**src/rtl/timer_pkg.sv**
```systemverilog
// Shared types and defaults for the down-timer channels.
package timer_pkg;

    typedef enum logic {T_IDLE, T_RUN} tmr_state_t;

    localparam int T_PRESCALE_DEF = 4;

endpackage

```
**src/rtl/down_timer_ch.sv**
```systemverilog
// One load-and-expire down-timer channel: IDLE/RUN FSM, count, reload, prescaler, expiry pulse.
module down_timer_ch
    import timer_pkg::*;
#(
    parameter int WIDTH = 64,
    parameter int DIV   = 1
) (
    input  logic             Clk,
    input  logic             Reset_n,
    input  logic             Tick,
    input  logic             Load,
    input  logic [WIDTH-1:0] Load_value,
    input  logic             Load_auto,
    input  logic             Abort,
    output logic [WIDTH-1:0] Count,
    output logic             Busy,
    output logic             Expired
);

    localparam int PW = (DIV > 1) ? $clog2(DIV) : 1;

    tmr_state_t       state, state_nxt;
    logic [WIDTH-1:0] count, count_nxt;
    logic [WIDTH-1:0] reload, reload_nxt;
    logic             auto_q, auto_nxt;
    logic [PW-1:0]    presc, presc_nxt;
    logic             expired, expired_nxt;
    logic             div_hit;

    // With DIV=1 the prescaler sits at 0 == DIV-1, so every tick is a hit.
    assign div_hit = (presc == PW'(DIV - 1));

    always_ff @(posedge Clk or negedge Reset_n) begin
        if (!Reset_n) begin
            state   <= T_IDLE;
            count   <= '0;
            reload  <= '0;
            auto_q  <= 1'b0;
            presc   <= '0;
            expired <= 1'b0;
        end else begin
            state   <= state_nxt;
            count   <= count_nxt;
            reload  <= reload_nxt;
            auto_q  <= auto_nxt;
            presc   <= presc_nxt;
            expired <= expired_nxt;
        end
    end

    always_comb begin
        state_nxt   = state;
        count_nxt   = count;
        reload_nxt  = reload;
        auto_nxt    = auto_q;
        presc_nxt   = presc;
        expired_nxt = 1'b0;
        if (Abort) begin
            state_nxt = T_IDLE;
        end else if (Load) begin
            count_nxt  = Load_value;
            reload_nxt = Load_value;
            auto_nxt   = Load_auto;
            presc_nxt  = '0;
            state_nxt  = (Load_value != '0) ? T_RUN : T_IDLE;
        end else if (Tick && state == T_RUN) begin
            presc_nxt = div_hit ? '0 : presc + 1'b1;
            if (div_hit && count != '0) begin
                if (count == WIDTH'(1)) begin
                    expired_nxt = 1'b1;
                    if (auto_q) begin
                        count_nxt = reload;
                    end else begin
                        count_nxt = '0;
                        state_nxt = T_IDLE;
                    end
                end else begin
                    count_nxt = count - 1'b1;
                end
            end
        end
    end

    assign Count   = count;
    assign Busy    = (state == T_RUN);
    assign Expired = expired;

endmodule

```
**src/rtl/dual_down_timer.sv**
```systemverilog
// Two-channel down-timer: steers load/abort by Load_sel, decodes ticks by Slt, owns Load_ready.
module dual_down_timer
    import timer_pkg::*;
#(
    parameter int WIDTH    = 64,
    parameter int PRESCALE = T_PRESCALE_DEF
) (
    input  logic             Clk,
    input  logic             Reset_n,
    input  logic             En,
    input  logic             Slt,
    input  logic             Load_valid,
    output logic             Load_ready,
    input  logic             Load_sel,
    input  logic [WIDTH-1:0] Load_value,
    input  logic             Load_auto,
    input  logic             Abort,
    output logic [WIDTH-1:0] Count0,
    output logic [WIDTH-1:0] Count1,
    output logic             Busy0,
    output logic             Busy1,
    output logic             Expired0,
    output logic             Expired1
);

    logic ready_q;
    logic accept;

    assign accept = Load_valid && ready_q;

    // Ready drops for exactly one cycle after every handshake.
    always_ff @(posedge Clk or negedge Reset_n) begin
        if (!Reset_n) begin
            ready_q <= 1'b1;
        end else begin
            ready_q <= !accept;
        end
    end

    assign Load_ready = ready_q;

    down_timer_ch #(
        .WIDTH (WIDTH),
        .DIV   (1)
    ) u_ch0 (
        .Clk        (Clk),
        .Reset_n    (Reset_n),
        .Tick       (En && !Slt),
        .Load       (accept && !Load_sel),
        .Load_value (Load_value),
        .Load_auto  (Load_auto),
        .Abort      (Abort && !Load_sel),
        .Count      (Count0),
        .Busy       (Busy0),
        .Expired    (Expired0)
    );

    down_timer_ch #(
        .WIDTH (WIDTH),
        .DIV   (PRESCALE)
    ) u_ch1 (
        .Clk        (Clk),
        .Reset_n    (Reset_n),
        .Tick       (En && Slt),
        .Load       (accept && Load_sel),
        .Load_value (Load_value),
        .Load_auto  (Load_auto),
        .Abort      (Abort && Load_sel),
        .Count      (Count1),
        .Busy       (Busy1),
        .Expired    (Expired1)
    );

endmodule

```
**config.mk**
```make
export PLATFORM = sky130hd
export DESIGN_NAME = dual_down_timer
export DESIGN_NICKNAME = d
export VERILOG_FILES = /design/src/rtl/timer_pkg.sv /design/src/rtl/down_timer_ch.sv /design/src/rtl/dual_down_timer.sv
export SDC_FILE = /design/constraint.sdc
export NUM_CORES = 1
export LEC_CHECK = 0
export ABC_AREA = 1
export CAP_MARGIN = 25
export CELL_PAD_IN_SITES_DETAIL_PLACEMENT = 1
export CELL_PAD_IN_SITES_GLOBAL_PLACEMENT = 1
export CORE_ASPECT_RATIO = 0.6
export CORE_MARGIN = 1
export CORE_UTILIZATION = 40
export CTS_CLUSTER_DIAMETER = 60
export DETAILED_ROUTE_END_ITERATION = 8
export HOLD_SLACK_MARGIN = 0.02
export PLACE_DENSITY = 0.91
export SLEW_MARGIN = 15
export SYNTH_ARGS = -nofsm -noshare
export SYNTH_HDL_FRONTEND = slang
export SYNTH_SLANG_ARGS = --single-unit
```
**constraint.sdc**
```tcl
create_clock -name Clk -period 2.4 [get_ports Clk]
set_input_delay 0.48 -clock Clk [delete_from_list [all_inputs] [get_ports Clk]]
set_output_delay 0.48 -clock Clk [all_outputs]
set_load 0.005 [all_outputs]
```
* Word-level counts from Yosys, hierarchy flattened
Cells that the tools add are included.
** Word-level totals
- Logic and storage cells :: 99
- Register bits :: 266
- Bits of input ports :: 72
** Operators by class
- $add $sub $neg :: 4
- Bitwise gates (word level) :: 3
- Muxes and demuxes :: 39
- Equal/unequal tests :: 5
- Reductions and logical operators :: 35
** Operators by type and width (count)
- 2-to-1 mux 64 bit :: 10
- nonzero test 64 bit :: 3
- equality test 64 x 1 -> 1 bit (second input constant) :: 2
- subtractor 64 x 1 -> 64 bit (second input constant) :: 2
- 2-to-1 mux 1 bit :: 26
- nonzero test 3 bit :: 6
- logical AND 1 bit :: 11
- AND reduction 2 bit :: 4
- AND reduction 4 bit :: 2
- nonzero test 2 bit :: 4
- 2-to-1 mux 2 bit :: 3
- inequality test 3 x 1 -> 1 bit (second input constant) :: 2
- AND reduction 3 bit :: 2
- logical NOT 1 bit :: 3
- NOT 1 bit :: 3
- adder 2 x 1 -> 2 bit (second input constant) :: 1
- equality test 2 bit (second input constant) :: 1
- adder 1 bit (second input constant) :: 1

* Depth between registers and ports, before layout
Gate-level depths: netlist (run 1).
- Depth in word-level cells :: 6
- Mapped depth :: 14
- Depth with buffers taken out :: 13

* By module
From an unflattened synthesis (run 1), not the netlist that was laid out.
** Second synthesis, totals
- Cell total of the unflattened synthesis :: 2801
- Area total of the unflattened synthesis :: 17787.1 um^2
** Modules (own cells, without submodules)
- down_timer_ch at u_ch1 :: times used 1, cells each 1420, area an instance 9043.7 um^2, seq. area each 3328.2 um^2
- down_timer_ch at u_ch0 :: times used 1, cells each 1368, area an instance 8669.6 um^2, seq. area each 3278.1 um^2
- dual_down_timer :: times used 1, cells each 13, area an instance 73.8 um^2, seq. area each 26.3 um^2

* Worst setup path after synthesis (run 1)
No wires, ideal clock.
- Kind :: register to register
- Start :: reg u_ch1.count[0] (netlist: u_ch1.Count[0])
- End :: reg u_ch1.count[44] (netlist: u_ch1.Count[44])
- Buffers on the path :: 0
- Setup slack :: 0.546 ns
- Arrival :: 1.737 ns
- Library setup time :: 0.117 ns
- Period minus slack after synthesis :: 1.854 ns
- Cell stages (with the launch flop) :: 12
- Data required time :: 2.283 ns
- Cell sequence :: dfrtp_1 -> inv_1 -> ha_1 -> nand2_1 -> nor2_4 -> nand2_1 -> nor2_1 -> nand3_1 -> nand3_1 -> nand3_1 -> nand2_1 -> nand2_1
** Between the ends
- Word-level cells in the longest chain between the ends :: 5
- Elaborated cells on any way between the ends :: 10
- Those cells by class :: add/sub: 1; eq/ne: 1; mux: 4; reduce/logical: 4
** Ends and longest elaborated chain
- from (decl) :: line down_timer_ch.sv:23 : logic [WIDTH-1:0] count, count_nxt;
- from (signal assigned) :: line down_timer_ch.sv:43 : count <= count_nxt;
- subtractor 64 x 1 -> 64 bit or equality test 64 x 1 -> 1 bit (tied branches) :: line down_timer_ch.sv:78, down_timer_ch.sv:69
- 2-to-1 mux 64 bit :: line down_timer_ch.sv:69 : if (count == WIDTH'(1)) begin
- 2-to-1 mux 64 bit :: line down_timer_ch.sv:68 : if (div_hit && count != '0) begin
- 2-to-1 mux 64 bit :: line down_timer_ch.sv:66 : end else if (Tick && state == T_RUN) begin
- 2-to-1 mux 64 bit :: line down_timer_ch.sv:60 : end else if (Load) begin
Several ways; a longest one is shown, not always the timed one. The select of a mux whose other input is x is not followed.
A chain may end at the register's enable or synchronous reset.

* Final worst setup path (run 1)
- Start :: reg u_ch0.count[30] (netlist: u_ch0.Count[30])
- End :: reg u_ch0.count[40] (netlist: u_ch0.Count[40])
** Between the ends
- Word-level cells in the longest chain between the ends :: 5
- Elaborated cells on any way between the ends :: 10
- Those cells by class :: add/sub: 1; eq/ne: 1; mux: 4; reduce/logical: 4
** Ends and longest elaborated chain (line)
- from (decl) :: down_timer_ch.sv:23
- from (signal assigned) :: down_timer_ch.sv:43
- subtractor 64 x 1 -> 64 bit or equality test 64 x 1 -> 1 bit (tied branches) :: down_timer_ch.sv:78, down_timer_ch.sv:69
- 2-to-1 mux 64 bit :: down_timer_ch.sv:69
- 2-to-1 mux 64 bit :: down_timer_ch.sv:68
- 2-to-1 mux 64 bit :: down_timer_ch.sv:66
- 2-to-1 mux 64 bit :: down_timer_ch.sv:60
Several ways; a longest one is shown, not always the timed one. The select of a mux whose other input is x is not followed.

==> summary.md, run 1 <==
| Metric | Value |
|---|---|
| Clock Skews | 19.7 ps |
| Commonest cells post-synth | nand2_1 (1069), nor2_1 (438), nand3_1 (281), dfrtp_1 (264), inv_1 (199) |
| Critical R2R Launch | u_ch0.Count[30] |
| CTS tree | yes |
| Fin nets | 3195 |
| FF-to-FF path depth | 11 |
| Root buffer cell | clkbuf_16 |
| Achievable Freq | 423 MHz |
| DP Worst Slack | 18.5 ps |
| Drt first pass iters | 6 |
| H-tree Lvls | 1 |
| Main flop type after synthesis | dfrtp_1 |
| Setup TNS | 0 ps |
| Max IR drop VDD | 693 uV |
| Worst-path maximum fanout | 4 |
| Post-layout util | 52.8% |
| Ys async rst share | 100% |
| Worst Setup Slack, final | 34.5 ps |
| Worst setup EP type | register |
| Antenna violations before repair | 1 |
| Post-Syn Instances | 2776 |
| Yosys warnings | 0 |
| R2r setup slk | 30 ps |
| RePlAce Congestion | 0.976 |
| Pin count of the biggest net entering global routing | 129 |
| Post-Synthesis Cell Area | 17600 um2 |
| Top-count cell post-synth | nand2_1 |
| Worst EP required | 2870 ps |
| Cell accounting for the most synthesized area | dfrtp_1 |
| Nature of the critical path startpoint | register |
| Critical Path AT | 2840 ps |
| Fin. Hold Viols | 0 |
| Kind of critical path | register to register |
| DRT iter0 DRCs | 2207 |
| Status | finished, final reports clean |
| Max Root-Sink Buffers | 3 |
| Layout cells sized above 1 | 10.9% |
| Max Slew Vio Count | 0 |
| RR Endpoint | u_ch0.Count[40] |
| Die outline area | 44900 um2 |
| Syn_area_per_cell | 6.34 um2 |
| Initial Util | 40.6% |
| Net Count, Synth | 2855 |
| Post-synth EDFFs | 0 |
| Top cell type's share of synthesized area | 37.5% |
| Hold WS | 473 ps |
| Post-synthesis sequential area ratio | 37.7% |
| Final Setup Violations | 0 |
| Fill cell count | 5729 |
| Total grt overflow | 0 |
| Clk slew on worst S/H paths | 70 ps |
| Non-Filler Instances | 3717 |
| Vias in the first global route | 21400 |
| Slew headroom | 54.4% |
| GRT Total Usage | 36.8% |
| CTS sink cnt | 265 |
| Main area contributors after synthesis | dfrtp_1 (38%), nand2_1 (23%), nor2_1 (9.3%) |
| Max-cap violations | 0 |
| DP Wirelength | 64.0 mm |
| Drt wl/cell | 22.7 um |
| Floorplan core area | 43300 um2 |
| Pleak | 11.5 nW |
| Synth cell types | 35 |
| Worst-Margin Slew | 684 ps |
| Crit path time final | 2370 ps |
| ANT cells | 0 |
| Num CTS Buffers | 28 |
| Die H | 165 um |
| Vias per inst | 5.70 |
| Die width | 273 um |
| Routed WL | 84.2 mm |
| P&R area growth vs syn | 29.9% |
| Hold crit path type | primary input to async pin |
| Post-DRT Antenna Nets | 0 |
| Later-pin clock latency in the skew report | 580 ps |
| Placed cells | 3653 |
| Synthesized flop and latch total | 265 |
| # IOs | 205 |
| First-pass GRT wire length | 126 mm |
| Via count | 21200 |
| Rows | 59 |
| Power Dens Cells | 1050 nW/um2 |
| Port bufs | 204 |
| Remaining DRCs | 0 |
| Fin crit share | 98.6% |
## per-stage QoR
stage               power (W)  instance area (um2)
finish                 0.0240                22900
detailed placement     0.0184                21600
floorplan              0.0125                17600
global placement       0.0179                21600
global route           0.0252                22900
CTS                    0.0236                22700
## per-layer routing
layer  part of all wire, %  GRT usage [%]  wire length [um]
met1                    43           50.3             36600
met2                    45           58.7             37800
met3                   8.6           7.41              7210
met4                   3.1           11.3              2610
met5                     0              0                 0
## layout make-up
class / count / area (um2) / share of cell area [%]
clock inverters: 20 / 289 / 1.26
inverters: 203 / 766 / 3.35
multi-input cells: 2192 / 9690 / 42.4
flip-flops and latches: 265 / 6630 / 29.0
well taps: 579 / 724 / 3.17
repair buffers: 426 / 4010 / 17.5
clock buffers: 32 / 767 / 3.35
## flip-flops by register name (all words and copies together), names as in the netlist, 2 cells and up
name,count
u_ch0.Count,64
u_ch0.reload,64
u_ch1.Count,64
u_ch1.reload,64
u_ch1.presc,2
## repair_timing
| action | 4_1_cts | 5_1_grt |
|---|---|---|
| resized for setup | 1 | 17 |
| setup endpoints to repair | 3 | 77 |
| cloned | 0 | 2 |
| buffers inserted | 2 | 7 |
| pin swaps | 1 | 3 |
| hold endpoints to repair | 59 | 0 |
| hold buffers | 1 | 0 |
## worst max-delay path, cell delays in order (launching register included)
cell and delay [ps]:
dfrtp_1 420, nor2_1 250, nand2_1 210, nor2_2 150
nand2_1 190, buf_4 220, nor2_1 290, nand3_1 150
nand3_1 170, nand3_1 90, nand2_1 80, nand2_1 50
## placed cells by master (no fill, tap or decap), drive strengths merged
cell type,Yosys,layout
o21ai,144,144
nor3b,1,1
a21oi,75,75
clkdlybuf4s50,0,203
clkinv,2,13
nand3b,6,6
nor4,10,10
nor2,466,467
nand2,1077,1077
ha,7,7
inv,201,202
buf,60,221
dfrtp,264,264
xnor2,19,19
bufinv,0,7
and2,1,1
clkbuf,57,33
xor2,18,18
nand3,285,285
dlygate4sd3,0,1
or2,3,3
dfstp,1,1
a31oi,1,1
o21bai,19,19
nand4,59,59
clkinvlp,0,1
## worst max path at each step
| stage | from | to | slack, ps |
|---|---|---|---|
| 2_1_floorplan | u_ch1.Count[0] | u_ch1.Count[44] | 550 |
| 3_3_place_gp | Load_sel | u_ch1.Count[12] | 90 |
| 3_5_place_dp | Load_sel | u_ch1.Count[6] | 20 |
| 4_1_cts | u_ch0.Count[42] | u_ch0.Count[2] | 10 |
| 5_1_grt | u_ch0.Count[0] | u_ch0.Count[40] | -70 |
| 6_report | u_ch0.Count[30] | u_ch0.Count[40] | 30 |
## cell families after synthesis
| kind of cell | Yosys count | share of synthesized area, % |
|---|---|---|
| AOI/OAI and AO/OA | 239 | 7.07 |
| DFF | 265 | 37.7 |
| and+or+nand+nor | 1908 | 45.2 |
| buffers and inverters | 320 | 7.77 |
| xor gates and xnor gates | 37 | 1.84 |
| adders and majority gates | 7 | 0.497 |
## where the power goes
group          total, W  internal, W  switching (W)
logic            0.0118      0.00475        0.00704
registers       0.00701      0.00574        0.00128
clock network   0.00517      0.00305        0.00211
total            0.0240       0.0135         0.0104
No activity file was read; power rests on OpenSTA's default activity.
==> run 2: changes to the inputs <==
--- a/config.mk
+++ b/config.mk
@@ -16,6 +16,7 @@
 export DETAILED_ROUTE_END_ITERATION = 8
 export HOLD_SLACK_MARGIN = 0.02
 export PLACE_DENSITY = 0.91
+export RECOVER_POWER = 100
 export SLEW_MARGIN = 15
 export SYNTH_ARGS = -nofsm -noshare
 export SYNTH_HDL_FRONTEND = slang
==> summary.md, run 2 (synthesized netlist as in run 1, its figures left out) <==
| Metric | Value |
|---|---|
| Critical path buffers and inverters | 4 |
| Most common cell after layout, fill and taps aside | nand2_1 |
| Worst-path maximum fanout | 5 |
| R2r setup slk | 40 ps |
| Critical Path, Cell by Cell | inv_1 > ha_2 > nand2_1 > nor2_1 > buf_4 > inv_1 > nor2_1 > buf_4 > nand2_1 > nand2_1 > nand2_1 > nand2_1 > nand3_1 > nand2_1 > nand2_1 |
| Achievable Freq | 423 MHz |
| Kind of critical path | register to register |
| Pin count of the biggest net entering global routing | 129 |
| Port bufs | 204 |
| Worst hold endpoint | u_ch0.reload[32] |
| Vias in the first global route | 21400 |
| RR Endpoint | u_ch0.Count[56] |
| Status | finished, final reports clean |
| Vias per inst | 5.69 |
| FF-to-FF path depth | 15 |
| Nature of the critical path startpoint | register |
| Top delay family on crit path | simple AND/OR/NAND/NOR gates |
| First-pass GRT wire length | 126 mm |
| ANT cells | 0 |
| Met2 WL | 37.8 mm |
| Clk slew on worst S/H paths | 70 ps |
| Placed cells | 3653 |
| Post-DRT Antenna Nets | 0 |
| Slew headroom | 24.4% |
| P&R area growth vs syn | 28.4% |
| Worst path depth | 15 |
| DP Wirelength | 64.0 mm |
| Later-pin clock latency in the skew report | 580 ps |
| Fin. Hold Viols | 0 |
| Rows | 59 |
| Post-Route M1 WL | 36.5 mm |
| Max IR drop VDD | 680 uV |
| Remaining DRCs | 0 |
| Initial Util | 40.6% |
| Crit path largest cell delay | 450 ps |
| Hold WS | 487 ps |
| Die width | 273 um |
| Via count | 21200 |
| Worst Hold Path Cells | 2 |
| Worst EP required | 2870 ps |
| Critical Path AT | 2830 ps |
| Commonest non-fill, non-tap cells in the layout | nand2_1 (1065), nor2_1 (427), nand3_1 (280) |
| Die H | 165 um |
| Floorplan core area | 43300 um2 |
| Antenna violations before repair | 1 |
| Drt first pass iters | 5 |
| Fin crit share | 98.4% |
| Non-Filler Instances | 3717 |
| Crit path time final | 2360 ps |
| Fill cell count | 5772 |
| CTS sink cnt | 265 |
| CP most frequent cell | nand2_1 |
| H-tree Lvls | 1 |
| Max Slew Vio Count | 0 |
| Max layer used | met4 |
| Crit-path slowest cell | dfrtp_1 |
| Max-cap violations | 0 |
| Final Setup Violations | 0 |
| Critical R2R Launch | u_ch0.Count[0] |
| Drt wl/cell | 22.6 um |
| Max Root-Sink Buffers | 3 |
| Die outline area | 44900 um2 |
| Routed WL | 84.1 mm |
| Worst-Margin Slew | 1130 ps |
| Total grt overflow | 0 |
| Worst setup EP type | register |
| Num CTS Buffers | 28 |
| DRT iter0 DRCs | 2079 |
| RePlAce Congestion | 0.976 |
| Hold_sp | u_ch0.reload[32] |
| Met3 Wirelength | 7.13 mm |
| GRT Total Usage | 36.8% |
| Root buffer cell | clkbuf_16 |
| # IOs | 205 |
| Layout cells sized above 1 | 9.40% |
| Power Dens Cells | 1040 nW/um2 |
| CTS tree | yes |
| Hold crit path type | register to register |
| Clock Skews | 17.0 ps |
| Pleak | 11.4 nW |
| Fin nets | 3195 |
## run 2: worst max-delay path by stage
stage	startpoint	to	slack, ps
2_1_floorplan	u_ch1.Count[0]	u_ch1.Count[44]	550
3_3_place_gp	Load_sel	u_ch1.Count[12]	90
3_5_place_dp	Load_sel	u_ch1.Count[6]	20
4_1_cts	u_ch0.Count[42]	u_ch0.Count[2]	10
5_1_grt	u_ch0.Count[0]	u_ch0.Count[40]	-60
6_report	u_ch0.Count[0]	u_ch0.Count[56]	40
## run 2: report_power, final
part	internal, W	switching, W	leakage, nW	total, W
registers	0.00574	0.00125	3.36	0.00699
clock network	0.00305	0.00210	0.526	0.00515
logic	0.00430	0.00701	7.55	0.0113
total	0.0131	0.0104	11.4	0.0234
## run 2: repair_timing
action / CTS / global route
cloned: 0 / 2
resized for setup: 1 / 17
hold buffers: 1 / 0
endpoints found under the hold margin: 59 / 0
endpoints found under the setup margin: 3 / 77
pin swaps: 1 / 3
setup buffers: 2 / 7
## run 2: worst reg2reg max path: cells and delay by family (launching register included)
family        cells  cell delay [ps]
simple gates     10              930
buf+inv           4              630
flops             1              450
fa+ha+maj         1              260
## run 2: per-layer routing
metal | track usage, % | vias to the layer above
met3 | 7.41 | 167
met2 | 58.7 | 926
li1 | - | 9455
met4 | 11.3 | 0
met5 | 0 | -
met1 | 50.3 | 10600
## run 2: layout make-up
cell class | count | area (um2) | share of cell area, %
flip-flops and latches | 265 | 6630 | 29.3
multi-input cells | 2192 | 9680 | 42.8
repair buffers | 426 | 3750 | 16.6
inverters | 203 | 766 | 3.39
well taps | 579 | 724 | 3.20
clock buffers | 32 | 767 | 3.39
clock inverters | 20 | 289 | 1.28
## run 2: through the flow
| stage | area, um2 | power [W] | utilization [%] | worst slack [ps] | setup TNS, ps |
|---|---|---|---|---|---|
| 6_report | 22600 | 0.0234 | 52.2 | 38.7 | 0 |
| 3_5_place_dp | 21600 | 0.0184 | 50.0 | 18.5 | 0 |
| 2_1_floorplan | 17600 | 0.0125 | - | 546 | 0 |
| 3_3_place_gp | 21600 | 0.0179 | 50.0 | 94.0 | 0 |
| 5_1_grt | 22600 | 0.0248 | 52.2 | -62.9 | -169 |
| 4_1_cts | 22700 | 0.0236 | 52.5 | 12.7 | 0 |
==> run 3: changes to the inputs <==
--- a/config.mk
+++ b/config.mk
@@ -6,6 +6,7 @@
 export NUM_CORES = 1
 export LEC_CHECK = 0
 export ABC_AREA = 1
+export ABC_CLOCK_PERIOD_IN_PS = 2400
 export CAP_MARGIN = 25
 export CELL_PAD_IN_SITES_DETAIL_PLACEMENT = 1
 export CELL_PAD_IN_SITES_GLOBAL_PLACEMENT = 1
==> results of run 3 <==
The final DEF is identical to that of run 2; final timing and power are the same.
